### src/rtl/shift_sequencer.sv
// Multi-cycle barrel-shifter sequencer: decodes the shifter operand of a
// data-processing instruction and iterates the shift STEP bits per cycle.
module shift_sequencer #(
   parameter int unsigned STEP = 1
) (
   input  logic        clk,
   input  logic        rst_n,
   input  logic        start,
   input  logic [31:0] ir,
   input  logic [31:0] rm,
   input  logic        c_in,
   output logic        busy,
   output logic        done,
   output logic [31:0] result,
   output logic        carry_out,
   output logic        s_bit
);

   localparam int unsigned DW = 32;
   localparam int unsigned CW = 6;
   localparam logic [CW-1:0] STEP_N = CW'(STEP);

   typedef enum logic [1:0] {IDLE, DECODE, SHIFT, DONE} state_t;
   typedef enum logic [2:0] {SH_LSL, SH_LSR, SH_ASR, SH_ROR, SH_RRX} shtype_t;

   state_t          state_q, state_d;
   shtype_t         type_q, dec_type;
   logic [2:0]      op_q;
   logic [11:0]     lo_q;
   logic [DW-1:0]   rm_q;
   logic            cin_q;
   logic [CW-1:0]   rem_q, dec_n, k;
   logic [DW-1:0]   dec_val, stp_val;
   logic            dec_car, stp_car;
   logic            busy_d, done_d;
   logic [4:0]      amt;
   logic            unused_ir;

   // Instruction bits that never influence the shifter operand
   assign unused_ir = ^{ir[31:28], ir[24:21]};
   assign amt = lo_q[11:7];

   // Operand decode from the captured instruction: type, initial value, amount
   always_comb begin
      dec_type = SH_LSL;
      dec_val  = rm_q;
      dec_car  = cin_q;
      dec_n    = '0;
      if (op_q == 3'b001) begin
         dec_type = SH_ROR;
         dec_val  = {24'b0, lo_q[7:0]};
         dec_n    = {1'b0, lo_q[11:8], 1'b0};
      end else if ((op_q == 3'b000 && !lo_q[4]) || op_q == 3'b011) begin
         case (lo_q[6:5])
            2'b00: begin
               dec_type = SH_LSL;
               dec_n    = {1'b0, amt};
            end
            2'b01: begin
               dec_type = SH_LSR;
               dec_n    = (amt == 5'd0) ? CW'(32) : {1'b0, amt};
            end
            2'b10: begin
               dec_type = SH_ASR;
               dec_n    = (amt == 5'd0) ? CW'(32) : {1'b0, amt};
            end
            default: begin
               dec_type = (amt == 5'd0) ? SH_RRX : SH_ROR;
               dec_n    = (amt == 5'd0) ? CW'(1) : {1'b0, amt};
            end
         endcase
      end else if (op_q == 3'b010) begin
         dec_val = {20'b0, lo_q};
      end
   end

   // One shift step of k = min(STEP, remaining); carry is the last bit out
   always_comb begin
      k       = (rem_q < STEP_N) ? rem_q : STEP_N;
      stp_val = result;
      stp_car = carry_out;
      case (type_q)
         SH_LSL: begin
            stp_val = result << k;
            stp_car = result[5'(CW'(32) - k)];
         end
         SH_LSR: begin
            stp_val = result >> k;
            stp_car = result[5'(k - CW'(1))];
         end
         SH_ASR: begin
            stp_val = DW'($signed(result) >>> k);
            stp_car = result[5'(k - CW'(1))];
         end
         SH_ROR: begin
            stp_val = (result >> k) | (result << (CW'(32) - k));
            stp_car = result[5'(k - CW'(1))];
         end
         SH_RRX: begin
            stp_val = {carry_out, result[DW-1:1]};
            stp_car = result[0];
         end
         default: ;
      endcase
   end

   // Next-state and registered-output decode
   always_comb begin
      state_d = state_q;
      case (state_q)
         IDLE:    if (start) state_d = DECODE;
         DECODE:  state_d = (dec_n != '0) ? SHIFT : DONE;
         SHIFT:   if (rem_q <= STEP_N) state_d = DONE;
         DONE:    state_d = IDLE;
         default: state_d = IDLE;
      endcase
      busy_d = (state_d != IDLE);
      done_d = (state_d == DONE);
   end

   // State register
   always_ff @(posedge clk or negedge rst_n) begin
      if (!rst_n) state_q <= IDLE;
      else        state_q <= state_d;
   end

   // Capture, operand load, shift iteration and status outputs
   always_ff @(posedge clk or negedge rst_n) begin
      if (!rst_n) begin
         busy      <= 1'b0;
         done      <= 1'b0;
         result    <= '0;
         carry_out <= 1'b0;
         s_bit     <= 1'b0;
         op_q      <= '0;
         lo_q      <= '0;
         rm_q      <= '0;
         cin_q     <= 1'b0;
         rem_q     <= '0;
         type_q    <= SH_LSL;
      end else begin
         busy <= busy_d;
         done <= done_d;
         case (state_q)
            IDLE: if (start) begin
               op_q  <= ir[27:25];
               lo_q  <= ir[11:0];
               rm_q  <= rm;
               cin_q <= c_in;
               s_bit <= ir[20];
            end
            DECODE: begin
               result    <= dec_val;
               carry_out <= dec_car;
               rem_q     <= dec_n;
               type_q    <= dec_type;
            end
            SHIFT: begin
               result    <= stp_val;
               carry_out <= stp_car;
               rem_q     <= rem_q - k;
            end
            default: ;
         endcase
      end
   end

endmodule

### config.mk
export PLATFORM = sky130hd
export DESIGN_NAME = shift_sequencer
export DESIGN_NICKNAME = d
export VERILOG_FILES = /design/src/rtl/shift_sequencer.sv
export SDC_FILE = /design/constraint.sdc
export NUM_CORES = 1
export LEC_CHECK = 0
export BUFFER_PORTS_ARGS = -buffer_cell sky130_fd_sc_hd__buf_2
export CAP_MARGIN = 10
export CORE_UTILIZATION = 50
export DETAILED_ROUTE_END_ITERATION = 10
export GPL_TIMING_DRIVEN = 0
export PLACE_DENSITY_LB_ADDON = 0.08
export SKIP_LAST_GASP = 1
export SLEW_MARGIN = 40
export SYNTH_ARGS = -nofsm -noshare
export SYNTH_HDL_FRONTEND = slang
export SYNTH_SLANG_ARGS = --single-unit
### constraint.sdc
create_clock -name clk -period 3.3 [get_ports clk]
set_input_delay 0.33 -clock clk [delete_from_list [all_inputs] [get_ports clk]]
set_output_delay 0.33 -clock clk [all_outputs]
set_load 0.01 [all_outputs]
==> run metrics <==
Final Setup Violations=0; flop-to-flop setup slack=0.21 ns; Period Utilization, post-route=93.66%; post-layout min period=between 3 and 4 ns; final non-filler cell total=between 900 and 1000; DIE AREA=approximately 13000 um^2; Clk Latency, worst-skew pair=0.36 ns; Die X-Extent=around 110 um; grt ovf=0; Reg power frac=28.3%; Row Count=40; Routed WL=23050 um; root buf cell=clkbuf_16; Setup CP Type=reg2reg; fin nets=between 800 and 900; via-per-instance ratio=around 7; Port Buffers=just under 90; cell family with most CP delay=buffers and inverters; cell area after synthesis=between 6000 and 7000 um^2; syn nets=roughly 750; initial antenna violation count=1; pin count of the biggest net entering global routing=63; Worst VDD drop=approximately 490 uV; worst r2r src=rem_q[2]; number of warnings issued by yosys=0; most used cell, CP=buf_2; Hold Violations, Final=0; wire length per cell=~25 um; DRT antenna net count=0; Clock Tree Buf Depth=2; Bufs and invs on worst path=5; setup_tns=0 ns; Multi-input gate area=about 3500 um^2; clk slew on worst S/H paths=~0.070 ns; antenna diode count=0; Rel. slew slack=45.86%; library cells used by synthesis=69; slowest stage cell, crit path=a2111oi_1; crit end category=flop; max-slew violations=0; DP Worst Slack=-0.5537 ns; # IOs=104; Seq cells post-synth=95; cell count after synthesis=between 600 and 700; ratio of cells with drive above 1 in the final layout=a little over a quarter; sequential area share after synthesis=between 30% and 40%; Final GP Congestion=between 0.9 and 1; # fillers=around 1100; power density cells=1279 nW/um^2; CP startpoint=rem_q[2]; Worst Tran Pin Value=roughly 0.8 ns; setup ws final=between 0.2 and 0.25 ns; crit path max fanout=10; storage element area=2377 um^2; max-cap check violation count=0; Gate power share=60.1%; crit path cell chain=buf_2 -> nor4_4 -> nand2_2 -> inv_2 -> buf_4 -> ha_1 -> clkbuf_1 -> buf_2 -> nand2_1 -> a21boi_0 -> a2111oi_1 -> o31ai_1; Total GRT Usage=a little under two fifths; vias in the first global route=between 6000 and 7000; Worst EP required=about 3.5 ns; worst hold start=rm[7]; crit path DAT=3.31 ns; Sw Share=~51%; First-pass DRT Iterations=6; Largest stage delay, worst path=0.57 ns; RSZ-0062 raised after global routing=no; die height=~110 um; Worst Hold Class=in2reg; first-pass GRT wire length=35400 um; fmax=roughly 320 MHz; syn avg cell area=9.132 um^2; Inserted Clock Buffers=9; DP Wirelength=16370 um; leakage power=approximately 3.0 nW; Main synth FF type=dfrtp_1; status=completed; Core Box Area=around 12000 um^2; Switch Pwr=around 4.7 mW; CTS tree=done; CTS Sinks=95; total number of vias=between 6000 and 7000; Initial Utilization=about 51%; H-tree lvl count=3; asr flop ratio synth=100.0%; CP Launch Type=flop; number of DRC markers in iteration 0=between 900 and 1000; placed cells=about 900; Layout area overhead=16.42%; # DRC=0; P_int=about 4.4 mW; Clk pwr share=between 10% and 20%; Post-synth EDFFs=0; Setup Skew=around 0.0094 ns
## per-stage QoR
stage	hold slack (ns)	area [um^2]	power, mW	util [%]
after global routing	0.2025	7113	9.564	59.47
final	0.1975	7113	9.097	59.47
after global placement	0.4870	6729	7.670	56.26
after floorplan	0.03441	6110	5.874	-
after detailed placement	0.2258	6771	7.764	56.61
after CTS	0.1968	7096	8.854	59.32
## power by group through the flow
| stage | combinational (mW) | clock [mW] | sequential [mW] |
|---|---|---|---|
| after floorplan | 3.56 | 0 | 2.31 |
| after global placement | 5.19 | 0 | 2.48 |
| after detailed placement | 5.24 | 0 | 2.52 |
| after CTS | 5.30 | 1.05 | 2.50 |
| after global routing | 5.85 | 1.10 | 2.61 |
| final | 5.47 | 1.06 | 2.57 |
## cell type report
| cell class | count | share of cell area, % |
|---|---|---|
| inverter | 16 | 0.8443 |
| tap | 147 | 2.586 |
| clock inverter | 6 | 0.7036 |
| buffer | 55 | 3.412 |
| timing repair buffer | 91 | 7.001 |
| multi-input combinational | 502 | 48.67 |
| clock buffer | 10 | 3.360 |
| sequential | 95 | 33.42 |
## cell usage in the layout (no fill, tap or decap), drive strengths merged, types with 4 or more instances in the layout
cell type	Yosys	routed
mux4	6	6
dfrtp	95	95
o31ai	10	10
a211o	5	5
nor3	17	17
o21a	4	4
nand3	21	21
a21oi	58	58
o2bb2ai	5	5
nor2	33	33
mux2	55	55
a21o	5	5
or2	4	4
a2111oi	4	4
nor2b	6	6
a221oi	4	4
a22oi	13	13
inv	15	18
o21ai	61	61
or3	7	7
buf	15	106
a31oi	20	20
clkbuf	41	49
o211ai	14	14
a22o	11	11
a211oi	12	12
nand2	63	63
ha	10	10
nor3b	4	4
## final timing paths
check / end / depth (start not counted)
max: result[28] / 12
min: rm_q[7] / 2
max reg2reg: result[28] / 12
min reg2reg: rm_q[3] / 1
max in group asynchronous: result[15] / 3
min in group asynchronous: rem_q[3] / 2
## flip-flops by register name (all words and copies together), names as in the netlist
register	flops
busy	1
carry_out	1
cin_q	1
done	1
lo_q	12
op_q	3
rem_q	6
result	32
rm_q	32
s_bit	1
state_q	2
type_q	3
## cells in the mapped netlist, drive strengths merged, types with 6 or more instances
master	instances	area [um^2]
dfrtp	95	2377
nand2	63	241.5
o21ai	61	309.0
a21oi	58	290.3
mux2	55	619.3
clkbuf	41	153.9
nor2	33	123.9
nand3	21	105.1
a31oi	20	125.1
nor3	17	95.09
buf	15	86.33
inv	15	56.30
o211ai	14	105.1
a22oi	13	97.59
a211oi	12	90.09
a22o	11	96.34
ha	10	125.1
o31ai	10	75.07
or3	7	43.79
mux4	6	135.1
nor2b	6	37.54
## layer usage
| layer | wire, um | global-route usage, % | up-vias |
|---|---|---|---|
| met5 | 12 | 0 | - |
| met4 | 913 | 16.62 | 2 |
| met3 | 2539 | 8.639 | 75 |
| met2 | 10010 | 56.67 | 439 |
| met1 | 9580 | 51.87 | 3034 |
| li1 | - | - | 2724 |
## cells by family (layout without fill, tap and decap cells)
group	count (synthesis)	count (layout)	share of synthesized area, %
xor gates and xnor gates	1	1	0.1434
buffers and inverters	72	178	4.915
other	1	1	0.06138
DFF	95	95	38.91
adders and majority gates	10	10	2.048
AOI/OAI and AO/OA	257	257	27.75
and+or+nand+nor	170	170	13.50
muxes	63	63	12.68
## what timing repair did
action | CTS | global route
endpoints found under the hold margin | 33 | 0
hold buffers | 1 | 0
gates resized for setup | 8 | 5
setup buffers | 1 | 1
endpoints found under the setup margin | 24 | 23
pin swaps | 1 | 0
## worst reg2reg max path: stages (launching register included)
cell       delay [ns]
dfrtp_1          0.36
buf_2            0.17
nor4_4           0.38
nand2_2          0.11
inv_2            0.12
buf_4            0.22
ha_1             0.25
clkbuf_1         0.21
buf_2            0.26
nand2_1          0.09
a21boi_0         0.07
a2111oi_1        0.57
o31ai_1          0.14
(Power assumes the default switching activity.)
